`src/rtl/mul_job_sequencer_if.sv`:
```
// rtl/mul_job_sequencer_if.sv - operand/result streams, control and multiplier link of the job sequencer
interface mul_job_sequencer_if #(
    parameter int DEPTH = 4
);
    logic                         in_valid;
    logic                         in_ready;
    logic [31:0]                  in_multiplier;
    logic [31:0]                  in_multiplicand;
    logic                         out_valid;
    logic                         out_ready;
    logic [63:0]                  out_result;
    logic                         abort;
    logic                         err;
    logic                         busy;
    logic [$clog2(DEPTH):0]       fifo_count;
    logic [31:0]                  m_multiplier;
    logic [31:0]                  m_multiplicand;
    logic                         m_op_start;
    logic                         m_op_clear;
    logic                         m_op_done;
    logic [63:0]                  m_result;

    modport slave (
        input  in_valid, in_multiplier, in_multiplicand, out_ready, abort, m_op_done, m_result,
        output in_ready, out_valid, out_result, err, busy, fifo_count,
               m_multiplier, m_multiplicand, m_op_start, m_op_clear
    );

    modport master (
        output in_valid, in_multiplier, in_multiplicand, out_ready, abort, m_op_done, m_result,
        input  in_ready, out_valid, out_result, err, busy, fifo_count,
               m_multiplier, m_multiplicand, m_op_start, m_op_clear
    );
endinterface

```
`src/rtl/mul_job_sequencer.sv`:
```
// rtl/mul_job_sequencer.sv - operand FIFO, multiplier job FSM with watchdog, and product output register
module mul_job_sequencer #(
    parameter int DEPTH   = 4,
    parameter int TIMEOUT = 48
) (
    input  logic              clk,
    input  logic              reset,
    mul_job_sequencer_if.slave bus
);
    localparam int AW = $clog2(DEPTH);
    localparam int CW = AW + 1;
    localparam int WW = $clog2(TIMEOUT + 1);

    typedef enum logic [1:0] {IDLE, ISSUE, WAIT, CLEAR} state_t;

    state_t         state;
    logic [31:0]    mem_a [DEPTH];
    logic [31:0]    mem_b [DEPTH];
    logic [AW-1:0]  wr_ptr;
    logic [AW-1:0]  rd_ptr;
    logic [CW-1:0]  count;
    logic [WW-1:0]  wdog;
    logic           push;
    logic           pop;
    logic           capture;
    logic           timeout;

    assign bus.in_ready   = (count != CW'(DEPTH)) && !bus.abort;
    assign push           = bus.in_valid && bus.in_ready;
    assign capture        = (state == WAIT) && bus.m_op_done && (!bus.out_valid || bus.out_ready);
    assign timeout        = (state == WAIT) && !bus.m_op_done && (wdog == WW'(TIMEOUT - 1));
    assign pop            = capture || timeout;

    // The head stays put until the job ends, so the multiplier can reload it every INIT cycle.
    assign bus.m_multiplier   = mem_a[rd_ptr];
    assign bus.m_multiplicand = mem_b[rd_ptr];
    assign bus.fifo_count     = count;
    assign bus.busy           = (state != IDLE) || (count != '0);

    always_ff @(posedge clk) begin
        if (reset) begin
            state          <= IDLE;
            wr_ptr         <= '0;
            rd_ptr         <= '0;
            count          <= '0;
            wdog           <= '0;
            bus.out_valid  <= 1'b0;
            bus.out_result <= '0;
            bus.err        <= 1'b0;
            bus.m_op_start <= 1'b0;
            bus.m_op_clear <= 1'b1;
            for (int i = 0; i < DEPTH; i++) begin
                mem_a[i] <= '0;
                mem_b[i] <= '0;
            end
        end else if (bus.abort) begin
            state          <= CLEAR;
            wr_ptr         <= '0;
            rd_ptr         <= '0;
            count          <= '0;
            wdog           <= '0;
            bus.out_valid  <= 1'b0;
            bus.err        <= 1'b0;
            bus.m_op_start <= 1'b0;
            bus.m_op_clear <= 1'b1;
        end else begin
            if (push) begin
                mem_a[wr_ptr] <= bus.in_multiplier;
                mem_b[wr_ptr] <= bus.in_multiplicand;
                wr_ptr        <= wr_ptr + AW'(1);
            end
            if (pop) begin
                rd_ptr <= rd_ptr + AW'(1);
            end
            case ({push, pop})
                2'b10:   count <= count + CW'(1);
                2'b01:   count <= count - CW'(1);
                default: count <= count;
            endcase

            // A capture in the same cycle as a consume keeps out_valid high with fresh data.
            if (bus.out_valid && bus.out_ready) begin
                bus.out_valid <= 1'b0;
            end
            if (capture) begin
                bus.out_valid  <= 1'b1;
                bus.out_result <= bus.m_result;
            end
            if (timeout) begin
                bus.err <= 1'b1;
            end

            case (state)
                IDLE: begin
                    bus.m_op_start <= 1'b0;
                    bus.m_op_clear <= 1'b0;
                    if (count != '0) begin
                        state          <= ISSUE;
                        bus.m_op_start <= 1'b1;
                    end
                end
                ISSUE: begin
                    bus.m_op_start <= 1'b0;
                    wdog           <= '0;
                    state          <= WAIT;
                end
                WAIT: begin
                    if (pop) begin
                        state          <= CLEAR;
                        bus.m_op_clear <= 1'b1;
                    end else if (!bus.m_op_done) begin
                        wdog <= wdog + WW'(1);
                    end
                end
                CLEAR: begin
                    bus.m_op_clear <= 1'b0;
                    state          <= IDLE;
                end
                default: begin
                    state <= IDLE;
                end
            endcase
        end
    end
endmodule
```
`src/flat_wrapper.sv`:
```
// flat-port wrapper written by rule: the top's interface ports become plain ports
module mul_job_sequencer_flat 
#(
    parameter int DEPTH   = 4,
    parameter int TIMEOUT = 48
)
  (clk, reset, bus_in_valid, bus_in_multiplier, bus_in_multiplicand, bus_out_ready, bus_abort, bus_m_op_done, bus_m_result, bus_in_ready, bus_out_valid, bus_out_result, bus_err, bus_busy, bus_fifo_count, bus_m_multiplier, bus_m_multiplicand, bus_m_op_start, bus_m_op_clear);
  mul_job_sequencer_if #(.DEPTH(DEPTH)) bus_i ();
  input  logic clk;
  input  logic reset;
  input wire logic [$bits(bus_i.in_valid)-1:0] bus_in_valid;
  input wire logic [$bits(bus_i.in_multiplier)-1:0] bus_in_multiplier;
  input wire logic [$bits(bus_i.in_multiplicand)-1:0] bus_in_multiplicand;
  input wire logic [$bits(bus_i.out_ready)-1:0] bus_out_ready;
  input wire logic [$bits(bus_i.abort)-1:0] bus_abort;
  input wire logic [$bits(bus_i.m_op_done)-1:0] bus_m_op_done;
  input wire logic [$bits(bus_i.m_result)-1:0] bus_m_result;
  output wire logic [$bits(bus_i.in_ready)-1:0] bus_in_ready;
  output wire logic [$bits(bus_i.out_valid)-1:0] bus_out_valid;
  output wire logic [$bits(bus_i.out_result)-1:0] bus_out_result;
  output wire logic [$bits(bus_i.err)-1:0] bus_err;
  output wire logic [$bits(bus_i.busy)-1:0] bus_busy;
  output wire logic [$bits(bus_i.fifo_count)-1:0] bus_fifo_count;
  output wire logic [$bits(bus_i.m_multiplier)-1:0] bus_m_multiplier;
  output wire logic [$bits(bus_i.m_multiplicand)-1:0] bus_m_multiplicand;
  output wire logic [$bits(bus_i.m_op_start)-1:0] bus_m_op_start;
  output wire logic [$bits(bus_i.m_op_clear)-1:0] bus_m_op_clear;
  assign bus_i.in_valid = bus_in_valid;
  assign bus_i.in_multiplier = bus_in_multiplier;
  assign bus_i.in_multiplicand = bus_in_multiplicand;
  assign bus_i.out_ready = bus_out_ready;
  assign bus_i.abort = bus_abort;
  assign bus_i.m_op_done = bus_m_op_done;
  assign bus_i.m_result = bus_m_result;
  assign bus_in_ready = bus_i.in_ready;
  assign bus_out_valid = bus_i.out_valid;
  assign bus_out_result = bus_i.out_result;
  assign bus_err = bus_i.err;
  assign bus_busy = bus_i.busy;
  assign bus_fifo_count = bus_i.fifo_count;
  assign bus_m_multiplier = bus_i.m_multiplier;
  assign bus_m_multiplicand = bus_i.m_multiplicand;
  assign bus_m_op_start = bus_i.m_op_start;
  assign bus_m_op_clear = bus_i.m_op_clear;
  mul_job_sequencer #(.DEPTH(DEPTH), .TIMEOUT(TIMEOUT)) u_core (.clk(clk), .reset(reset), .bus(bus_i));
endmodule
```
`config.mk`:
```
export PLATFORM = sky130hd
export DESIGN_NAME = mul_job_sequencer_flat
export DESIGN_NICKNAME = d
export VERILOG_FILES = /design/src/rtl/mul_job_sequencer_if.sv /design/src/rtl/mul_job_sequencer.sv /design/src/flat_wrapper.sv
export SDC_FILE = /design/constraint.sdc
export NUM_CORES = 1
export LEC_CHECK = 0
export ABC_AREA = 0
export CORE_AREA = 5 5 184 186
export CTS_CLUSTER_DIAMETER = 100
export DETAILED_ROUTE_END_ITERATION = 16
export DIE_AREA = 0 0 189 191
export GPL_ROUTABILITY_DRIVEN = 0
export PLACE_DENSITY_LB_ADDON = 0.1
export SLEW_MARGIN = 40
export SYNTH_ARGS = -nofsm -noshare
export SYNTH_HDL_FRONTEND = slang
export SYNTH_SLANG_ARGS = --single-unit
```
`constraint.sdc`:
```
create_clock -name clk -period 10.5 [get_ports clk]
set_input_delay 2.1 -clock clk [delete_from_list [all_inputs] [get_ports clk]]
set_output_delay 2.1 -clock clk [all_outputs]
set_load 0.005 [all_outputs]
```
# == After elaboration in Yosys (flattened, before gate mapping) ==
# Memory sizes are Yosys's and may differ from the RTL's. A register that Yosys moved wholly into a read port is not among the register bits.
# Index checks and enable logic that the tools add are counted.
# op_classes
n_addsub,5
n_eq_ne,12
muxes,30
bitwise_logic,1
n_reduce_logical,29
# op_table
op,n
$mux W32,2
$reduce_or A32 Y1,2
$mux W2,9
$mux W1,12
$mux W6,2
$pmux W6 S2,1
$reduce_bool A2 Y1,6
$pmux W2 S4,1
$logic_and A1 B1 Y1,7
$add A6 B1 Y6 const B,1
$eq A2 B2 Y1 const B,3
$eq A6 B6 Y1 const B,1
$ne A3 B2 Y1 const B,2
$pmux W3 S2,1
$reduce_and A2 Y1,3
$add A2 B1 Y2 const B,2
$eq A2 B1 Y1 const B,2
$ne A2 B2 Y1 const B,2
$pmux W1 S2,2
$reduce_or A2 Y1,2
$add A3 B1 Y3 const B,1
$logic_not A1 Y1,3
$logic_or A1 B1 Y1,3
$ne A3 B3 Y1 const B,1
other kinds (6),6
# word_totals
ff_bits,83
mem_bits_rw,256
in_bits,134
out_inout_bits,137
n_memories,2
# memory_table
name,depth,width,rd,rd_ports_with_merged_regs,wr,line,rtl
u_core.mem_a,4,32,1,1,4,mul_job_sequencer.sv:17,logic [31:0] mem_a [DEPTH];
u_core.mem_b,4,32,1,1,4,mul_job_sequencer.sv:18,logic [31:0] mem_b [DEPTH];

# == Logic depth before layout (Yosys ltp) ==
# depth
ltp_word,9
depth_mapped,12

# == Worst setup path before layout ==
# No wires, ideal clock.
# synth_timing
path_kind,in2reg
start,input port bus_abort
end,"memory u_core.mem_a[1][0], enable pin"
setup_ps,499
t_arrival_ps,5946
setup_slack_ps,4055
stages,4
n_path_buf,1
path_cell_list,clkbuf_1 > a211oi_1 > nand2_1 > o21bai_1
# synth_lines
item,line,rtl
start: declaration,flat_wrapper.sv:15,input wire logic [$bits(bus_i.abort)-1:0] bus_abort;
end: declaration,mul_job_sequencer.sv:17,

# == Final worst setup path ==
# layout_timing
start,input port bus_abort
end,output port bus_in_ready
# layout_between
elab_chain_len,2
# layout_lines
item,line,rtl
$logic_not A1 Y1,mul_job_sequencer.sv:28,assign bus.in_ready = (count != CW'(DEPTH)) && !bus.abort;
$logic_and A1 B1 Y1,mul_job_sequencer.sv:28,
end: declaration,flat_wrapper.sv:18,output wire logic [$bits(bus_i.in_ready)-1:0] bus_in_ready;
# Every way passes these cells.

==> results.txt <==
- The run finished with clean final reports.
* Net Count, Synth: 1174
* CTS sink count: 341
* Clock Pin Slew Worst Setup and Hold Paths: 0.06 ns
- Routed len/inst: 20.2 um
- In this run the horizontal extent of the chip is 189 um.
* Final net count: 1426
- During I/O placement, the number of pins put on the boundary was ~270.
- Buffers placed on the I/O ports in this run total 270.
- Summed over all cells, the static leakage comes to between 6 and 7 nW.
- Most area-consuming cells after synthesis: sky130_fd_sc_hd__edfxtp_1, sky130_fd_sc_hd__dfxtp_1, sky130_fd_sc_hd__mux4_2
* Router iterations before antenna repair: 5
- The count of final hold-check violations is 0.
- Data on the critical path is required at its endpoint by 8.40 ns.
- H-Tree Level Count: 2
* Hold Path Stages: 2
* Vias per std cell: roughly 5.2
- The synthesized design devotes to its leading area cell type 54.0% of total area.
- Startpoint of the tightest hold check path: u_core.bus.out_result[27]$_SDFFE_PP0P_
- Global-route wire length before repair: 54800 um
- Compared with the post-synthesis result, the final layout area differs by 30.7%.
- Biggest area consumer among synthesized cells: sky130_fd_sc_hd__edfxtp_1
- FF-to-FF Start: u_core.bus.fifo_count[1]$_SDFFE_PP0P_
- In the synthesized netlist the async set-or-reset flop fraction comes to 0%.
- Worst r2r dst: u_core.mem_b[1][28]$_SDFFCE_PN0P_
- For this configuration, the core starts out at a cell density of 44.3%.
* Placement Cell Area: 17400 um2
* Arrival time worst endpoint: 3.58 ns
- Post-CTS setup buffers: 0
- Entering global routing, the biggest net connects 77 pins.
* Filler Cell Count: 2635
* Final total negative setup slack: 0 ns
* Number of cells in the finished layout apart from fillers: 1724
- Max Transition Viols Final: 0
- Cells with a size suffix above 1 make up 11.0% of the layout.
* CTS tree: yes
- The floorplan step defined a core boundary enclosing 32100 um2.
* EDFF count, synth: 256
* Number of max-cap violations: 0
* Count of cell types in the netlist: 47
- Total placed cells including tap cells: between 1500 and 2000
* Final Hold Slack: 0.454 ns
* Cells on worst reg2reg path: 6
- Clock tree synthesis selected as its root buffer the cell sky130_fd_sc_hd__clkbuf_16.
* Most frequent cells in the layout: sky130_fd_sc_hd__clkdlybuf4s50_1, sky130_fd_sc_hd__edfxtp_1, sky130_fd_sc_hd__and2_1, sky130_fd_sc_hd__nand2_1, sky130_fd_sc_hd__dfxtp_1
* Setup crit start kind: primary input
- Number of resized instances in the post-cts repair step: 0
- Clock latency on the worst-skew pair: 0.51 ns
- IR analysis of the VDD net gives a maximum drop of about 0.12 mV.
- Most common library cell in the layout ignoring fill and taps: sky130_fd_sc_hd__clkdlybuf4s50_1
* Worst setup path category: primary input to output pin
- After synthesis the netlist holds a flip-flop and latch count of approximately 340.
- Global routing finished with a remaining overflow of 0.
- Top_reg_cell synth: sky130_fd_sc_hd__edfxtp_1
- Row count: 66
- Largest clock skew in the final design: 0.0107 ns
- In the final layout, flip-flops and latches occupy between 9000 and 10000 um2.
* Area taken by multi-input logic gates: ~4600 um2
- In the global route stage, overall resource usage came out at 19.3%.
- The floorplan step set the die height to 191 um.
* Register area share after synthesis: 66.0%
- Synthesized cell area: 14200 um2
- Maximum fanout along the worst path: 10
* Final worst path period need: 5.68 ns
* Endpoints failing setup: 0
- For the pin with the worst max-slew slack, the measured transition is 0.825 ns.
- Antenna Nets Post-Route: 0
* Final HPWL from detailed placement: 20800 um
- Across all layers, the routed design uses 8915 vias.
* Worst max-slew margin expressed relative to the limit: 45.0%
- Number of design-rule violations left by the first detailed-router iteration: 481
* Destination of the worst hold path: u_core.bus.out_result[27]$_SDFFE_PP0P_
- Post-route cell area: around 19000 um2
- Antenna violations before repair: 3
- In this run, CTS created clock tree buffers numbering 38.
* Buffer depth of the longest clock path: 3
- Total power divided by cell area: between 150 and 200 nW/um2
* Number of warnings reported in the yosys synthesis log: 0
- The setup check on the worst reg-to-reg path leaves a slack of 7.57 ns.
- The worst setup path is captured at an output pin.
- RSZ-0062 raised after global routing: false
- # DRC: 0
- Buffers inserted to repair hold after CTS numbered 0.
- Final cycle utilization of the critical path: 54.1%
- The via count of the first global-routing pass came to between 9000 and 10000.
- Synthesized instance count: 1033
- Die area: about 36000 um2
* Final Total Pwr: 3.08 mW
- The routed design has 34800 um of wire.
- Dividing the synthesized area by the synthesized cell count gives about 14 um2.
* Hold Path Class: register to register
- Fmax: 176 MHz
routing by layer:
layer	vias to the layer above	GRT usage [%]	routed length (um)
met5	-	0	34
met4	4	4.37	623
met3	45	7.51	3360
met2	295	32.3	16700
met1	4329	23.8	14100
li1	4242	-	-
cells in the mapped netlist, types with 2 or more instances:
| master | count |
|---|---|
| sky130_fd_sc_hd__clkbuf_1 | 46 |
| sky130_fd_sc_hd__and3_1 | 65 |
| sky130_fd_sc_hd__and2_1 | 193 |
| sky130_fd_sc_hd__o21ai_0 | 9 |
| sky130_fd_sc_hd__xor2_1 | 2 |
| sky130_fd_sc_hd__or3_1 | 3 |
| sky130_fd_sc_hd__inv_1 | 12 |
| sky130_fd_sc_hd__buf_1 | 6 |
| sky130_fd_sc_hd__nand2b_1 | 3 |
| sky130_fd_sc_hd__a21o_1 | 2 |
| sky130_fd_sc_hd__dfxtp_1 | 85 |
| sky130_fd_sc_hd__mux4_2 | 64 |
| sky130_fd_sc_hd__nor2_1 | 12 |
| sky130_fd_sc_hd__a31oi_1 | 3 |
| sky130_fd_sc_hd__nand3b_1 | 2 |
| sky130_fd_sc_hd__a21oi_1 | 76 |
| sky130_fd_sc_hd__nor3_1 | 5 |
| sky130_fd_sc_hd__or2_2 | 2 |
| sky130_fd_sc_hd__clkbuf_2 | 6 |
| sky130_fd_sc_hd__ha_1 | 6 |
| sky130_fd_sc_hd__a31o_2 | 2 |
| sky130_fd_sc_hd__a211oi_1 | 2 |
| sky130_fd_sc_hd__buf_2 | 14 |
| sky130_fd_sc_hd__nand2_1 | 135 |
| sky130_fd_sc_hd__edfxtp_1 | 256 |
kinds of logic after synthesis:
family          after synthesis  synth area share, %
simple gates                429                 16.4
compound gates              103                 4.12
fa+ha+maj                     7                0.668
buf+inv                      85                 2.44
xor+xnor                      3                0.185
mux                          65                 10.2
flops                       341                 66.0
critical path, cell delays in order:
cell                              delay (ns)
sky130_fd_sc_hd__clkdlybuf4s50_1        0.68
sky130_fd_sc_hd__a21oi_1                0.25
sky130_fd_sc_hd__clkdlybuf4s50_1        0.54
layout make-up:
cell class	instances	share of cell area (%)
repair buffers	285	15.4
diodes	1	0.0135
clock buffers	52	5.86
multi-input cells	607	24.5
well taps	408	2.75
flip-flops and latches	341	50.5
clock inverters	18	0.673
inverters	12	0.242
worst max path at each step:
stage / start / end / slack (ns) / depth (start not counted)
floorplan: bus_abort / u_core.mem_a[1][0]$_SDFFCE_PN0P_ / 4.05 / 4
global placement: bus_abort / bus_in_ready / 4.87 / 3
detailed placement: bus_abort / bus_in_ready / 4.82 / 3
CTS: bus_abort / bus_in_ready / 4.80 / 3
global route: bus_abort / bus_in_ready / 4.71 / 3
finish: bus_abort / bus_in_ready / 4.82 / 3
state kept, by name (all words and copies together), names as in the netlist, named ones only:
| register | flops |
|---|---|
| u_core.bus.err | 1 |
| u_core.bus.fifo_count | 3 |
| u_core.bus.m_op_clear | 1 |
| u_core.bus.m_op_start | 1 |
| u_core.bus.out_result | 64 |
| u_core.bus.out_valid | 1 |
| u_core.mem_a | 128 |
| u_core.mem_b | 128 |
| u_core.rd_ptr | 2 |
| u_core.state | 2 |
| u_core.wdog | 6 |
| u_core.wr_ptr | 2 |
through the flow:
step | utilization [%] | setup slack, ns
after floorplan | - | 4.05
after global placement | 53.8 | 4.87
after detailed placement | 54.1 | 4.82
after CTS | 57.9 | 4.80
after global routing | 57.9 | 4.71
final | 57.9 | 4.82
where the power goes:
part / internal [mW] / switching [mW]
combinational: 0.143 / 0.117
sequential: 1.51 / 0.0204
clock: 0.773 / 0.516
total: 2.42 / 0.653
No activity file was read; power rests on OpenSTA's default activity.
